**config.mk**
```make
export PLATFORM = sky130hd
export DESIGN_NAME = firebird7_in_gate1_tessent_tdr_select_ctl
export DESIGN_NICKNAME = d
export VERILOG_FILES = /design/src/rtl/firebird7_in_gate1_tessent_tdr_pkg.sv /design/src/rtl/firebird7_in_gate1_tessent_select_hold_timer.sv /design/src/rtl/firebird7_in_gate1_tessent_tdr_select_ctl.sv
export SDC_FILE = /design/constraint.sdc
export NUM_CORES = 1
export LEC_CHECK = 0
export ABC_AREA = 1
export ABC_CLOCK_PERIOD_IN_PS = 3130
export CORE_MARGIN = 2
export CORE_UTILIZATION = 45
export CTS_BUF_LIST = sky130_fd_sc_hd__clkbuf_4 sky130_fd_sc_hd__clkbuf_8
export DETAILED_ROUTE_END_ITERATION = 10
export PLACE_DENSITY = 0.74
export SLEW_MARGIN = 20
export SYNTH_ARGS = -nofsm -noshare
export SYNTH_HDL_FRONTEND = slang
export SYNTH_SLANG_ARGS = --single-unit
```
**constraint.sdc**
```tcl
create_clock -name ijtag_tck -period 3.13 [get_ports ijtag_tck]
set_clock_uncertainty 0.15 [all_clocks]
set_input_delay 0.313 -clock ijtag_tck [delete_from_list [all_inputs] [get_ports ijtag_tck]]
set_output_delay 0.313 -clock ijtag_tck [all_outputs]
set_load 0.01 [all_outputs]
```
**src/rtl/firebird7_in_gate1_tessent_tdr_pkg.sv**
```systemverilog
// ============================================================================
// Module   : firebird7_in_gate1_tessent_tdr_pkg
// Brief    : Shared field layout and sizing helpers for the gate1 select TDR.
// Revision : 1.0 - initial release
// ============================================================================
`default_nettype none

package firebird7_in_gate1_tessent_tdr_pkg;

    // Control-bit positions counted above the data field (sr[DW + IDX]).
    localparam int SEL_EN_IDX = 1;
    localparam int PULSE_IDX  = 0;

    typedef struct packed {
        logic sel_en;
        logic pulse_mode;
    } tdr_ctrl_t;

    function automatic int hold_cnt_width(input int hold_cycles);
        return $clog2(hold_cycles + 1);
    endfunction

endpackage

`default_nettype wire

```
**src/rtl/firebird7_in_gate1_tessent_select_hold_timer.sv**
```systemverilog
// ============================================================================
// Module   : firebird7_in_gate1_tessent_select_hold_timer
// Brief    : Loadable down-counter that times the pulse-mode select window.
// Revision : 1.0 - initial release
// ============================================================================
`default_nettype none

module firebird7_in_gate1_tessent_select_hold_timer #(
    parameter int HOLD_CYCLES = 4,
    parameter int CNT_W       = 3
) (
    input  logic clk_i,
    input  logic rst_i,
    input  logic load_i,
    input  logic clear_i,
    output logic active_o
);

    logic [CNT_W-1:0] cnt_q;
    logic [CNT_W-1:0] cnt_d;

    always_comb begin
        cnt_d = cnt_q;
        if (load_i) begin
            cnt_d = CNT_W'(HOLD_CYCLES);
        end else if (clear_i) begin
            cnt_d = '0;
        end else if (cnt_q != '0) begin
            cnt_d = cnt_q - 1'b1;
        end
    end

    always_ff @(posedge clk_i) begin
        if (rst_i) begin
            cnt_q <= '0;
        end else begin
            cnt_q <= cnt_d;
        end
    end

    assign active_o = (cnt_q != '0);

endmodule

`default_nettype wire

```
**src/rtl/firebird7_in_gate1_tessent_tdr_select_ctl.sv**
```systemverilog
// ============================================================================
// Module   : firebird7_in_gate1_tessent_tdr_select_ctl
// Brief    : IJTAG TDR driving the gate1 data-mux select and IJTAG data input.
// Revision : 1.0 - initial release
// ============================================================================
`default_nettype none

module firebird7_in_gate1_tessent_tdr_select_ctl
    import firebird7_in_gate1_tessent_tdr_pkg::*;
#(
    parameter int                    DATA_WIDTH  = 3,
    parameter int                    HOLD_CYCLES = 4,
    parameter logic [DATA_WIDTH-1:0] RESET_DATA  = '0
) (
    input  logic                  ijtag_tck,
    input  logic                  ijtag_reset,
    input  logic                  ijtag_sel,
    input  logic                  ijtag_ce,
    input  logic                  ijtag_se,
    input  logic                  ijtag_ue,
    input  logic                  ijtag_si,
    output logic                  ijtag_so,
    input  logic [DATA_WIDTH-1:0] capture_data_in,
    output logic                  ijtag_select,
    output logic [DATA_WIDTH-1:0] ijtag_data_out
);

    localparam int SR_W  = DATA_WIDTH + 2;
    localparam int CNT_W = hold_cnt_width(HOLD_CYCLES);

    logic [SR_W-1:0]       sr_q;
    logic [SR_W-1:0]       sr_d;
    tdr_ctrl_t             upd_ctrl_q;
    tdr_ctrl_t             upd_ctrl_d;
    logic [DATA_WIDTH-1:0] upd_data_q;
    logic [DATA_WIDTH-1:0] upd_data_d;

    logic      do_update;
    tdr_ctrl_t sr_ctrl;
    logic      timer_load;
    logic      timer_clear;
    logic      hold_active;

    assign do_update          = ijtag_sel & ijtag_ue;
    assign sr_ctrl.sel_en     = sr_q[DATA_WIDTH + SEL_EN_IDX];
    assign sr_ctrl.pulse_mode = sr_q[DATA_WIDTH + PULSE_IDX];

    // Capture has priority over shift; both leave sr alone when deselected.
    always_comb begin
        sr_d = sr_q;
        if (ijtag_sel) begin
            if (ijtag_ce) begin
                sr_d = {ijtag_select, upd_ctrl_q.pulse_mode, capture_data_in};
            end else if (ijtag_se) begin
                sr_d = {ijtag_si, sr_q[SR_W-1:1]};
            end
        end
    end

    always_comb begin
        upd_ctrl_d = upd_ctrl_q;
        upd_data_d = upd_data_q;
        if (do_update) begin
            upd_ctrl_d = sr_ctrl;
            upd_data_d = sr_q[DATA_WIDTH-1:0];
        end
    end

    always_ff @(posedge ijtag_tck) begin
        if (ijtag_reset) begin
            sr_q       <= '0;
            upd_ctrl_q <= '0;
            upd_data_q <= RESET_DATA;
        end else begin
            sr_q       <= sr_d;
            upd_ctrl_q <= upd_ctrl_d;
            upd_data_q <= upd_data_d;
        end
    end

    // Any update either arms a fresh pulse window or cancels a running one.
    assign timer_load  = do_update & sr_ctrl.sel_en & sr_ctrl.pulse_mode;
    assign timer_clear = do_update & ~timer_load;

    firebird7_in_gate1_tessent_select_hold_timer #(
        .HOLD_CYCLES (HOLD_CYCLES),
        .CNT_W       (CNT_W)
    ) u_hold_timer (
        .clk_i    (ijtag_tck),
        .rst_i    (ijtag_reset),
        .load_i   (timer_load),
        .clear_i  (timer_clear),
        .active_o (hold_active)
    );

    assign ijtag_select   = upd_ctrl_q.sel_en & (~upd_ctrl_q.pulse_mode | hold_active);
    assign ijtag_data_out = upd_data_q;
    assign ijtag_so       = sr_q[0];

endmodule

`default_nettype wire
```
==> flow_summary.json, run 1 <==
{
  "die_area_mm2": 0.00169,
  "power.clock.fraction_pct": 24.3,
  "portBuffers": 14,
  "fin_ws_ps": 1010,
  "crit_path_cell_trace": "inv_1 -> ha_1 -> nand3_1 -> nand2_1 -> inv_1 -> clkdlybuf4s50_1",
  "overflow": 0,
  "ctsResizeCount": 0,
  "die_w_um": 41.1,
  "path_clk_slew_ps": 80,
  "pwr-share-seq_pct": 43.0,
  "rsz0062_at_grt": "no",
  "dieHeight_um": 41.1,
  "fp.coreArea_mm2": 0.00128,
  "grt_use_total_pct": 20.7,
  "hold_violations": 0,
  "grt_pass1_wl_mm": 2.15,
  "drt_wl_total_mm": 1.26,
  "avgSynthCellArea_um2": 7.02,
  "yosysSeqAreaShare_pct": 42.1,
  "grt_max_degree": 13,
  "wl_per_cell_um": 10.6,
  "placementRows": 13,
  "fin_crit_sh_pct": 67.8,
  "slowest_stage": "clkdlybuf4s50_1",
  "status": "complete, no violations",
  "finalSetupTns_ps": 0,
  "cp_slowest_stage_delay_ps": 520,
  "postCtsSetupBuffers": 0,
  "p_sw_share_pct": 34.0,
  "cts_tree": "built",
  "ios": 15,
  "peakVddDrop_mv": 0.389,
  "hold_class": "flip-flop to flip-flop",
  "critPathArrivalTime_ps": 1660,
  "setup_viol": 0,
  "finalCriticalPeriod_ps": 2120,
  "via_per_inst": 4.65,
  "cts_buffers": 3,
  "clock_latency_ps": 290,
  "cp_common_cell": "inv_1",
  "start_kind": "flip-flop",
  "pwr-share-comb_pct": 32.7,
  "syn_nets": 100,
  "dr.pass1.iters": 3,
  "hpwl_um": 869,
  "gp_congestion": 0.772,
  "clockBufferDepth": 2,
  "endpoint_kind": "output pin",
  "ys_ff_latch": 13,
  "whs_ps": 325,
  "crit_type": "flip-flop to output pin",
  "p_leak_nw": 0.350,
  "drc": 0,
  "clock_sinks": 13,
  "post-place-ws_ps": 1320,
  "internal_power_mw": 0.317,
  "tightest_slew_ps": 372,
  "p_per_area_mw_per_mm2": 607,
  "synth_cell_type_count": 17,
  "ant_nets": 0,
  "layout.nets": 117,
  "syn2layout_area_growth_pct": 27.9,
  "antenna_found_initial": 0,
  "cap_violations": 0,
  "layout-drive-gt1-share_pct": 9.62,
  "cts_root_buf": "clkbuf_4",
  "start_util_pct": 48.1,
  "synthCells": 88,
  "ctsHoldBuffers": 0,
  "critPathMaxFanout": 3,
  "drt_iter0_markers": 8,
  "dr_total_vias": 553,
  "synth_area_um2": 618,
  "cp.required_ps": 2670,
  "yosys_warnings": 0,
  "slew_headroom_pct": 75.2,
  "switchingPower_mw": 0.163,
  "n_antenna_cell": 0,
  "h-tree-depth": 1,
  "first_global_vias": 528,
  "slew_viol_final": 0,
  "max_freq_mhz": 472
}
[cells in the final DEF (no fill, tap or decap), drive strengths merged]
master	Yosys	final
a211oi	2	2
ha	2	2
nand2	23	23
nor2	14	14
clkdlybuf4s50	0	14
a21oi	7	7
dfxtp	13	13
nand3	4	4
clkbuf	0	4
o21ai	9	9
inv	12	12
[worst paths after layout]
check / endpoint / slack, ps / start / depth (start not counted)
min reg2reg: ijtag_data_out[0] / 320 / sr_q[0] / 2
max: ijtag_select / 1010 / u_hold_timer.cnt_q[0] / 6
max reg2reg: u_hold_timer.cnt_q[1] / 1890 / u_hold_timer.cnt_q[0] / 5
min: ijtag_data_out[0] / 320 / sr_q[0] / 2
[critical path, delay by kind of cell, from the launching register on]
family,cells,cell delay [ps]
simple gates,2,170
fa+ha+maj,1,220
buf+inv,3,630
flops,1,340
[registers in the layout, indices dropped and copies added (netlist names)]
signal and count:
upd_ctrl_q 2, ijtag_data_out 3, sr_q 5, u_hold_timer.cnt_q 3
[power groups by stage]
stage / registers [mW] / logic (mW) / clock network [mW]
CTS: 0.206 / 0.157 / 0.118
finish: 0.206 / 0.157 / 0.117
floorplan: 0.209 / 0.117 / 0
detailed placement: 0.210 / 0.156 / 0
global route: 0.209 / 0.181 / 0.127
global placement: 0.209 / 0.154 / 0
[per-stage QoR]
stage,util [%],power [mW],std cells,area [µm²]
finish,61.5,0.480,119,791
floorplan,-,0.326,88,618
CTS,61.5,0.482,119,791
global route,61.5,0.516,119,791
global placement,59.2,0.363,115,761
detailed placement,59.2,0.366,115,761
[per-layer routing]
| metal | wire (µm) | global-route usage (%) | vias to the layer above |
|---|---|---|---|
| met1 | 612 | 24.3 | 229 |
| met2 | 549 | 32.4 | 12 |
| met5 | 0 | 0 | - |
| li1 | - | - | 310 |
| met3 | 78 | 8.15 | 2 |
| met4 | 19 | 10.0 | 0 |
[kinds of logic (layout without fill, tap and decap cells)]
group | after synthesis | count (layout) | synth area share, %
simple gates | 41 | 41 | 26.5
compound gates | 18 | 18 | 17.4
buf+inv | 14 | 30 | 9.92
flops | 13 | 13 | 42.1
fa+ha+maj | 2 | 2 | 4.05
[synthesized netlist by cell type, drive strengths merged]
master	instances	area [µm²]
nor2	14	52.6
o21ai	9	48.8
buf	2	16.3
nand2	23	86.3
ha	2	25.0
a211oi	2	20.0
a21oi	7	38.8
inv	12	45.1
nand3	4	25.0
dfxtp	13	260
[layout make-up]
class | instances | area [µm²]
multi-input combinational | 61 | 297
inverter | 12 | 45.0
sequential | 13 | 260
tap | 15 | 18.8
timing repair buffer | 14 | 140
clock buffer | 4 | 30.0
fill | 111 | 494
No activity file was read; power rests on OpenSTA's default activity.
==> run 2: changes to the inputs <==
--- a/config.mk
+++ b/config.mk
@@ -6,7 +6,7 @@
 export NUM_CORES = 1
 export LEC_CHECK = 0
 export ABC_AREA = 1
-export ABC_CLOCK_PERIOD_IN_PS = 3130
+export ABC_CLOCK_PERIOD_IN_PS = 2100
 export CORE_MARGIN = 2
 export CORE_UTILIZATION = 45
 export CTS_BUF_LIST = sky130_fd_sc_hd__clkbuf_4 sky130_fd_sc_hd__clkbuf_8
==> constraint.sdc (replaced) <==
create_clock -name ijtag_tck -period 2.1 [get_ports ijtag_tck]
set_clock_uncertainty 0.15 [all_clocks]
set_input_delay 0.21 -clock ijtag_tck [delete_from_list [all_inputs] [get_ports ijtag_tck]]
set_output_delay 0.21 -clock ijtag_tck [all_outputs]
set_load 0.01 [all_outputs]
==> run 2 against run 1 <==
Against the previous run:
- first-iteration DRC count is 25% higher
- global-route usage shrank 2.8 points
- flip-flop and latch count stayed put
- sequential power up 49%
- routed wire length grew 2.2%
- clock power up 40%
- sequential share of layout area decreased by 0.41 points
- largest power group unchanged
- power up 48%
- via count grew 5.4%
- hold slack gained 5.5 ps
- register-to-register slack got worse by 980 ps
- largest cell class unchanged
==> flow_summary.json, run 2 (same netlist as run 1, synthesis figures left out) <==
{
  "status": "complete, no violations",
  "portBuffers": 14,
  "layout_commonest_cell": "nand2_1",
  "p_per_area_mw_per_mm2": 889,
  "grt_use_total_pct": 17.9,
  "start_util_pct": 48.1,
  "ios": 15,
  "setup_viol": 0,
  "start_kind": "flip-flop",
  "postCtsSetupBuffers": 0,
  "max_freq_mhz": 629,
  "n_antenna_cell": 0,
  "layout-drive-gt1-share_pct": 10.5,
  "hp-start": "sr_q[1]",
  "ff2ff_setup_slack_ps": 910,
  "grt_max_degree": 13,
  "fin_crit_sh_pct": 75.7,
  "fillers": 128,
  "cts_tree": "built",
  "clock_sinks": 13,
  "fin_ws_ps": 509,
  "worstHoldPathCells": 2,
  "finalCriticalPeriod_ps": 1590,
  "wl_per_cell_um": 10.7,
  "ctsResizeCount": 0,
  "critPathMaxFanout": 3,
  "grt_pass1_wl_mm": 1.93,
  "path_clk_slew_ps": 80,
  "antenna_found_initial": 0,
  "clock_latency_ps": 260,
  "gp_congestion": 0.714,
  "first_global_vias": 518,
  "drt_wl_total_mm": 1.29,
  "fp.coreArea_mm2": 0.00128,
  "cap_violations": 0,
  "layout.nets": 118,
  "drt_iter0_markers": 10,
  "multi_input_area_um2": 297,
  "syn2layout_area_growth_pct": 29.6,
  "die_w_um": 41.1,
  "p_leak_nw": 0.371,
  "clockBufferDepth": 2,
  "slew_viol_final": 0,
  "cts_buffers": 3,
  "drc": 0,
  "post-place-ws_ps": 419,
  "reg2reg_to": "u_hold_timer.cnt_q[2]",
  "ant_nets": 0,
  "top_register": "sr_q",
  "crit_start": "u_hold_timer.cnt_q[0]",
  "worst_r2r_path_depth": 5,
  "r2r-start": "u_hold_timer.cnt_q[0]",
  "hpwl_um": 961,
  "h-tree-depth": 1,
  "overflow": 0,
  "mostFrequentLayoutCells": "23 x nand2_1, 14 x nor2_1, 13 x dfxtp_1, 13 x clkdlybuf4s50_1, 10 x inv_1",
  "cp.required_ps": 1740,
  "peakVddDrop_mv": 0.512,
  "placementRows": 13,
  "die_area_mm2": 0.00169,
  "hold_violations": 0,
  "endpoint_kind": "output pin",
  "critPathArrivalTime_ps": 1230,
  "dr.pass1.iters": 4,
  "finalSetupTns_ps": 0,
  "via_per_inst": 4.86,
  "slew_headroom_pct": 71.5,
  "seq_area_um2": 260,
  "hold_class": "flip-flop to flip-flop",
  "whs_ps": 330,
  "dieHeight_um": 41.1,
  "power_mw": 0.712,
  "ctsHoldBuffers": 0,
  "final_util_pct": 62.3,
  "rsz0062_at_grt": "no",
  "tightest_slew_ps": 427,
  "crit_type": "flip-flop to output pin",
  "largest_reg_flops": 5,
  "dr_total_vias": 583,
  "hold_end": "ijtag_data_out[1]",
  "cts_root_buf": "clkbuf_4"
}
## run 2: cell types whose count changed in the layout (fill, tap and decap cells not counted), sizes merged
cell and delta:
clkdlybuf4s50 -1, dlymetal6s2s +1, buf +1
## run 2: report_power, final
| group | switching (mW) | internal (mW) |
|---|---|---|
| registers | 0.0211 | 0.286 |
| logic | 0.141 | 0.101 |
| clock network | 0.0774 | 0.0863 |
| total | 0.239 | 0.473 |
## run 2: final cells by class
class,count,area share [%]
clock buffer,4,3.75
tap,15,2.34
sequential,13,32.5
multi-input combinational,61,37.0
inverter,12,5.62
timing repair buffer,15,18.8
## run 2: routing by layer
| layer | vias to the layer above | share of wire [%] | GRT usage (%) |
|---|---|---|---|
| met5 | - | 0 | 0 |
| li1 | 311 | - | - |
| met2 | 11 | 50 | 31.3 |
| met3 | 2 | 4.8 | 3.26 |
| met1 | 259 | 44 | 20.1 |
| met4 | 0 | 1.1 | 10.0 |
## run 2: stage by stage
step                instance area [µm²]  instances
finish                              801        120
CTS                                 798        120
global route                        801        120
detailed placement                  768        116
global placement                    768        116
floorplan                           618         88
## run 2: worst max-delay path by stage
stage	endpoint	slack, ps
after detailed placement	ijtag_select	420
after global routing	ijtag_select	380
after CTS	ijtag_select	120
final	ijtag_select	510
after floorplan	ijtag_select	940
after global placement	ijtag_select	440
## run 2: critical path, stage by stage (launching register included)
cell and delay [ps]:
dfxtp_1 330, inv_1 70, ha_1 230, nand3_1 110, nand2_1 50, inv_1 40
dlymetal6s2s_1 140
==> run 3: changes to the inputs <==
--- a/config.mk
+++ b/config.mk
@@ -6,12 +6,12 @@
 export NUM_CORES = 1
 export LEC_CHECK = 0
 export ABC_AREA = 1
-export ABC_CLOCK_PERIOD_IN_PS = 2100
+export ABC_CLOCK_PERIOD_IN_PS = 1450
 export CORE_MARGIN = 2
-export CORE_UTILIZATION = 45
+export CORE_UTILIZATION = 44
 export CTS_BUF_LIST = sky130_fd_sc_hd__clkbuf_4 sky130_fd_sc_hd__clkbuf_8
 export DETAILED_ROUTE_END_ITERATION = 10
-export PLACE_DENSITY = 0.74
+export PLACE_DENSITY = 0.75
 export SLEW_MARGIN = 20
 export SYNTH_ARGS = -nofsm -noshare
 export SYNTH_HDL_FRONTEND = slang
==> constraint.sdc (replaced) <==
create_clock -name ijtag_tck -period 1.45 [get_ports ijtag_tck]
set_clock_uncertainty 0.15 [all_clocks]
set_input_delay 0.145 -clock ijtag_tck [delete_from_list [all_inputs] [get_ports ijtag_tck]]
set_output_delay 0.145 -clock ijtag_tck [all_outputs]
set_load 0.01 [all_outputs]
==> run 3 against run 2 <==
Against the previous run:
- via count grew 1.5%
- largest power group is now combinational cells
- critical endpoint unchanged
- clock power increased by 35%
- first-iteration DRC count increased by 50%
- register-to-register slack lost 790 ps
- worst setup slack worse by 480 ps
- critical path depth unchanged
==> flow_summary.json, run 3 (same netlist as run 1, synthesis figures left out) <==
{
  "fin_cells": 125,
  "cp_slowest_stage_delay_ps": 330,
  "dr_total_vias": 592,
  "cp.required_ps": 1150,
  "tightest_slew_ps": 215,
  "n_antenna_cell": 0,
  "cts_tree": "built",
  "fillers": 128,
  "slew_viol_final": 0,
  "critPathArrivalTime_ps": 1130,
  "hpwl_um": 904,
  "worstHoldPathCells": 2,
  "dieHeight_um": 41.5,
  "mostFrequentLayoutCells": "22 x nand2_1, 14 x nor2_1, 11 x dfxtp_1",
  "clock_latency_ps": 270,
  "hp-start": "sr_q[1]",
  "fp.coreArea_mm2": 0.00130,
  "p_leak_nw": 0.417,
  "p_per_area_mw_per_mm2": 1370,
  "reg2reg_to": "u_hold_timer.cnt_q[1]",
  "path_clk_slew_ps": 80,
  "clockBufferDepth": 2,
  "grt_pass1_wl_mm": 2.17,
  "layout-drive-gt1-share_pct": 21.8,
  "largest_reg_flops": 5,
  "die_area_mm2": 0.00172,
  "finalCriticalPeriod_ps": 1420,
  "antenna_found_initial": 0,
  "die_w_um": 41.5,
  "h-tree-depth": 1,
  "ant_nets": 0,
  "wl_per_cell_um": 10.7,
  "cts_root_buf": "clkbuf_4",
  "top_register": "sr_q",
  "crit_type": "flip-flop to output pin",
  "layout_commonest_cell": "nand2_1",
  "via_per_inst": 4.74,
  "first_global_vias": 537,
  "fin_crit_sh_pct": 98.3,
  "r2r-start": "u_hold_timer.cnt_q[1]",
  "clock_sinks": 13,
  "worst_r2r_path_depth": 7,
  "setup_viol": 0,
  "overflow": 0,
  "drt_iter0_markers": 15,
  "start_util_pct": 47.5,
  "slowest_stage": "dfxtp_2",
  "portBuffers": 14,
  "ff2ff_setup_slack_ps": 120,
  "placementRows": 13,
  "drc": 0,
  "critPathBufInv": 3,
  "peakVddDrop_mv": 0.686,
  "cap_violations": 0,
  "multi_input_area_um2": 307,
  "crit_family": "flip-flops",
  "crit_path_cell_trace": "inv_2 -> ha_2 -> nand3_2 -> nand2_1 -> inv_1 -> buf_2",
  "dp_cells": 120,
  "seq_area_um2": 263,
  "cts_buffers": 3,
  "hold_class": "flip-flop to flip-flop",
  "max_freq_mhz": 702,
  "power_mw": 1.16,
  "grt_max_degree": 13,
  "syn2layout_area_growth_pct": 36.4,
  "layout.nets": 123,
  "hold_end": "ijtag_data_out[1]",
  "start_kind": "flip-flop",
  "grt_use_total_pct": 16.1,
  "endpoint_kind": "output pin",
  "status": "complete, no violations",
  "slew_headroom_pct": 85.6,
  "critPathMaxFanout": 2,
  "dr.pass1.iters": 4,
  "drt_wl_total_mm": 1.34,
  "gp_congestion": 0.729,
  "hold_violations": 0,
  "ios": 15
}
## run 3: worst max-delay path by stage
stage,startpoint,end,slack (ps),cells past startpoint
after floorplan,u_hold_timer.cnt_q[0],u_hold_timer.cnt_q[1],350,5
after global placement,u_hold_timer.cnt_q[0],ijtag_select,-100,6
after detailed placement,u_hold_timer.cnt_q[0],ijtag_select,-130,6
after CTS,ijtag_data_out[1],ijtag_data_out[1],6,1
after global routing,u_hold_timer.cnt_q[1],ijtag_select,-30,6
final,u_hold_timer.cnt_q[1],ijtag_select,30,6
## run 3: layout make-up
class | instances | share of cell area [%]
Tap cell | 15 | 2.23
Timing Repair Buffer | 20 | 21.7
Clock inverter | 1 | 0.593
Clock buffer | 3 | 2.67
Sequential cell | 13 | 31.2
Multi-Input combinational cell | 61 | 36.4
Inverter | 12 | 5.34
## run 3: worst min-delay path, cell delays in order (launching register included)
cell	delay, ps
dfxtp_1	310
inv_1	70
a21oi_1	60
## run 3: timing repair
| action | 4_1_cts | 5_1_grt |
|---|---|---|
| endpoints found under the setup margin | 3 | 3 |
| resized for setup | 8 | 7 |
| setup buffers | 0 | 1 |
| hold buffers | 0 | 0 |
| pin swaps | 1 | 1 |
## run 3: power breakdown
part / switching, mW / total, mW / leakage (nW) / internal [mW]
clock network: 0.119 / 0.222 / 0.0177 / 0.102
registers: 0.0353 / 0.456 / 0.108 / 0.421
logic: 0.240 / 0.482 / 0.292 / 0.241
## run 3: metrics by stage
stage | worst slack [ps] | util [%] | hold WS [ps] | instance area, µm² | setup TNS, ps
after floorplan | 353 | - | 64.1 | 618 | 0
after global placement | -103 | 61.3 | 305 | 798 | -103
after detailed placement | -129 | 61.3 | 321 | 798 | -129
after CTS | 6.03 | 63.2 | 333 | 822 | 0
after global routing | -26.7 | 64.8 | 357 | 843 | -26.7
final | 25.3 | 64.8 | 333 | 843 | 0
## run 3: layer usage
metal | up-vias | wire length, µm | track usage [%]
li1 | 325 | - | -
met3 | 2 | 54 | 3.04
met2 | 11 | 592 | 25.9
met4 | 0 | 14 | 9.68
met1 | 254 | 676 | 19.8
met5 | - | 0 | 0
==> patch 1: new RTL, config.mk and constraints of run 2 <==
Take the reset off `sr_q` and load it in a clocked block of its own.
--- a/src/rtl/firebird7_in_gate1_tessent_tdr_select_ctl.sv
+++ b/src/rtl/firebird7_in_gate1_tessent_tdr_select_ctl.sv
@@ -70,3 +70,2 @@
         if (ijtag_reset) begin
-            sr_q       <= '0;
             upd_ctrl_q <= '0;
@@ -74,3 +73,2 @@
         end else begin
-            sr_q       <= sr_d;
             upd_ctrl_q <= upd_ctrl_d;
@@ -78,2 +76,6 @@
         end
+    end
+
+    always_ff @(posedge ijtag_tck) begin
+        sr_q <= sr_d;
     end
Formal check against the unedited RTL: not equivalent (Yosys sat finds a counterexample within 4 cycles, from zero or initial values and one cycle with ijtag_reset high).
==> patch 1 against run 2 <==
  * Design area is 0.31% lower
  * Maximum frequency is 10% lower
  * Wire length is 14% lower
  * Synthesized area is 2.2% lower
  * Sequential share of layout area is 6.4 points higher
  * Total power is 7.1% higher
  * Cell count is 11% lower
  * Die area is 2.0% lower
  * Sequential cell count stayed put
  * Setup slack worse by 0.18 ns
  * Via count is 12% lower
  * Synthesized cell count is 16% lower
  * Critical path type unchanged
==> patch 1: results (changes against run 2) <==
Post-Route M1 WL=504 µm (was 562 µm); Placed Instance Area=763 µm² (was 768 µm²); GPL Wtd Cong=0.733 (was 0.714); Compound-Gate Fraction of Synth Area=0.0911 (was 0.174); hold endpoint=u_hold_timer.cnt_q[0] (was ijtag_data_out[1]); wire length on met3=55 µm (was 62 µm); post-DP HPWL=835 µm (was 961 µm); worst vdd ir=0.390 mV (was 0.512 mV); switch share=0.333 (was 0.336); Data arrival, critical path=1.41 ns (was 1.23 ns); R2R Setup Slk=0.71 ns (was 0.91 ns); first-pass GRT wire length=1.96 mm (was 1.93 mm); most area-consuming cells after synthesis=dfxtp_1 27%, edfxtp_1 25%, nand2_1 16% (was dfxtp_1 42%, nand2_1 14%, nor2_1 8.5%); hold_sp=u_hold_timer.cnt_q[0] (was sr_q[1]); grt met3 use=0.0489 (was 0.0326); P_leak=0.000373 µW (was 0.000371 µW); GRT Total Usage=0.184 (was 0.179); met2 wire length=533 µm (was 649 µm); vias in the first global route=477 (was 518); reg2reg path depth=7 (was 5); filler cell count=114 (was 128); EDFF count, synth=5 (was 0); top cells by count, synth=25 x nand2_1, 10 x nor2_1, 8 x dfxtp_1, 8 x inv_1 (was 23 x nand2_1, 14 x nor2_1, 13 x dfxtp_1, 10 x inv_1, 6 x a21oi_1); largest net degree at the start of global routing=10 (was 13); outcome=finished, final reports clean (unchanged); per-cell routed wire length=10.3 µm (was 10.7 µm); Synthesized Nets=86 (was 100); share of layout cells above drive strength 1=0.120 (was 0.105); grt met2 use=0.290 (was 0.313); Initial DRC Count=6 (was 10)
## patch 1: cell types whose count changed after synthesis, sizes merged, moves of 2 or more
cell / delta
a211oi: -2
a21oi: -4
buf: -2
dfxtp: -5
edfxtp: +5
inv: -4
nand2: +4
nor2: -4
o21ai: -4
## patch 1: logic make-up after synthesis
family          count (synthesis)
flops                          13
compound gates                  9
fa+ha+maj                       2
buf+inv                         9
simple gates                   41
## patch 1: how the worst max path moves through the flow
stage                          start            to  cells past startpoint
2_1_floorplan  u_hold_timer.cnt_q[0]       sr_q[4]                      7
3_3_place_gp   u_hold_timer.cnt_q[0]  ijtag_select                      8
3_5_place_dp   u_hold_timer.cnt_q[0]  ijtag_select                      8
4_1_cts        u_hold_timer.cnt_q[0]  ijtag_select                      8
5_1_grt        u_hold_timer.cnt_q[0]  ijtag_select                      8
6_report       u_hold_timer.cnt_q[0]  ijtag_select                      8
## patch 1: through the flow
step	util	hold WS, ns	worst slack, ns	std cells	power (µW)
5_1_grt	0.621	0.365	0.205	107	841
3_3_place_gp	0.594	0.295	0.368	103	589
6_report	0.621	0.311	0.327	107	763
3_5_place_dp	0.594	0.300	0.338	103	599
4_1_cts	0.617	0.312	0.00567	107	766
2_1_floorplan	-	0.122	0.820	74	527
## patch 1: area by class of cell
cell class                      instances  area, µm²  share of cell area
Clock buffer                            4       30.0              0.0376
Multi-Input combinational cell         52        258               0.323
Timing Repair Buffer                   14        143               0.179
Tap cell                               15       18.8              0.0235
Sequential cell                        13        310               0.389
Inverter                                9       38.8              0.0486
## patch 1: power by group through the flow
stage / combinational (µW) / sequential (µW) / clock, µW
after floorplan: 197 / 330 / 0
after global placement: 259 / 331 / 0
after detailed placement: 268 / 331 / 0
after CTS: 269 / 326 / 171
after global routing: 320 / 335 / 186
final: 270 / 326 / 166
==> patch 2: new RTL, config.mk and constraints of run 2 <==
Made on the original files. `HOLD_CYCLES` is set to 4 in 2 places; all go to 3.
--- a/src/rtl/firebird7_in_gate1_tessent_select_hold_timer.sv
+++ b/src/rtl/firebird7_in_gate1_tessent_select_hold_timer.sv
@@ -8,3 +8,3 @@
 module firebird7_in_gate1_tessent_select_hold_timer #(
-    parameter int HOLD_CYCLES = 4,
+    parameter int HOLD_CYCLES = 3,
     parameter int CNT_W       = 3
--- a/src/rtl/firebird7_in_gate1_tessent_tdr_select_ctl.sv
+++ b/src/rtl/firebird7_in_gate1_tessent_tdr_select_ctl.sv
@@ -11,3 +11,3 @@
     parameter int                    DATA_WIDTH  = 3,
-    parameter int                    HOLD_CYCLES = 4,
+    parameter int                    HOLD_CYCLES = 3,
     parameter logic [DATA_WIDTH-1:0] RESET_DATA  = '0
Behaviour: not the same (Yosys sat finds a counterexample within 10 cycles, from zero or initial values and one cycle with ijtag_reset high).
==> patch 2 against run 2 <==
  * Sequential cell count fell by 1
  * Total power fell by 15%
  * Count of clock-buffer cells in the layout fell by 1
  * Cell count fell by 2.5%
  * Highest routed layer unchanged
  * Synthesized area rose by 4.7%
  * Largest cell class unchanged
  * Wire length fell by 7.0%
  * Design area rose by 0.63%
  * Setup slack got worse by 0.38 ns
==> patch 2: results (changes against run 2) <==
Synthesized Nets=98 (was 100); share of layout cells above drive strength 1=0.176 (was 0.105); setup bufs post-CTS=0 (unchanged); worst vdd ir=0.360 mV (was 0.512 mV); P_leak=0.000383 µW (was 0.000371 µW); clock slew at reported path FFs=0.07 ns; cts repair resizes=0 (unchanged); worst skew pair latency=0.27 ns; Initial DRT Pass Iterations=4 (unchanged); hold depth=2 (unchanged); Final setup viols=0 (unchanged); most area-consuming cells after synthesis=dfxtp_1 37%, nand2_1 12%, inv_1 8.1% (was dfxtp_1 42%, nand2_1 14%, nor2_1 8.5%); nets=115 (was 118); Largest register FFs=5 (unchanged); Data arrival, critical path=1.61 ns (was 1.23 ns); filler cell count=122 (was 128); vias in the first global route=490 (was 518); clock root cell=clkbuf_4 (unchanged); top cells by count, synth=20 x nand2_1, 14 x inv_1, 12 x dfxtp_1, 11 x nor2_1, 7 x nand3_1 (was 23 x nand2_1, 14 x nor2_1, 13 x dfxtp_1, 10 x inv_1, 6 x a21oi_1); first-pass GRT wire length=2.01 mm (was 1.93 mm); sequential fraction of the synthesis area=0.371 (was 0.421); Most used DFF post-synth=dfxtp_1 (unchanged); via count=549 (was 583); met1 global-route usage=0.182 (was 0.201); outcome=finished, final reports clean (unchanged); worst-path fanout max=4 (was 3); IO Port Bufs=14 (unchanged); H-tree depth=1 (unchanged); warning count from the yosys run=0 (unchanged); per-cell routed wire length=10.2 µm (was 10.7 µm); initial antenna violation count=0 (unchanged); grt met2 use=0.241 (was 0.313); Initial DRC Count=9 (was 10); GRT Total Usage=0.153 (was 0.179); Crit path largest cell delay=0.52 ns (was 0.33 ns); Placed Instance Area=783 µm² (was 768 µm²); Clock Tree Buf Depth=2 (unchanged); CP max-delay cell=clkdlybuf4s50_1 (was dfxtp_1); grt met3 use=0.0696 (was 0.0326); Netlist cell types=15 (was 17); Hold Path Class=reg2reg (unchanged); internal cell power=410 µW (was 473 µW); fraction of registers with async set/reset=0 (unchanged); pre-CTS setup slack=0.425 ns (was 0.419 ns); largest net degree at the start of global routing=12 (was 13); std cell rows=13 (unchanged); Worst Tran Pin Value=0.418 ns (was 0.427 ns); reg2reg path depth=7 (was 5); ant diodes=0 (unchanged); post-DP HPWL=910 µm (was 961 µm); GPL Wtd Cong=0.701 (was 0.714)
patch 2: logic make-up (layout without fill, tap and decap cells):
group                      after synthesis  count (layout)  share of synthesized area
and+or+nand+nor                         43              43                      0.306
buffers and inverters                   18              33                      0.151
AOI/OAI and AO/OA                       13              13                      0.153
DFF                                     12              12                      0.371
adders and majority gates                1               1                     0.0193
patch 2: final timing paths:
| check | slack (ns) | from | to |
|---|---|---|---|
| max | 0.13 | u_hold_timer.cnt_q[0] | ijtag_select |
| min | 0.33 | sr_q[0] | ijtag_data_out[0] |
| max reg2reg | 0.90 | u_hold_timer.cnt_q[0] | u_hold_timer.cnt_q[1] |
| min reg2reg | 0.33 | sr_q[0] | ijtag_data_out[0] |
patch 2: critical path: cells and delay by family (launching register included):
family | cells | cell delay [ns]
adders and majority gates | 1 | 0.23
buffers and inverters | 3 | 0.63
DFF | 1 | 0.33
and+or+nand+nor | 2 | 0.15
patch 2: final cells by class:
cell class	count	area, µm²	share of cell area
clock buffer	3	22.5	0.0280
tap	15	18.8	0.0233
timing repair buffer	14	140	0.174
multi-input combinational	57	309	0.384
sequential	12	240	0.298
inverter	16	75.1	0.0932
patch 2: per-layer routing:
metal / wire, µm / vias up
li1: - / 299
met4: 10 / 0
met5: 0 / -
met3: 43 / 2
met2: 561 / 7
met1: 582 / 241
patch 2: power by group through the flow:
stage | Combinational, µW | Clock [µW] | Sequential (µW)
global placement | 187 | 0 | 275
detailed placement | 198 | 0 | 276
floorplan | 140 | 0 | 276
finish | 194 | 138 | 271
CTS | 199 | 145 | 271
global route | 229 | 157 | 275
patch 2: stage by stage:
step,power (µW),util,cells
6_report,604,0.612,117
5_1_grt,661,0.612,117
4_1_cts,615,0.612,117
3_5_place_dp,475,0.594,114
3_3_place_gp,462,0.594,114
2_1_floorplan,417,-,87
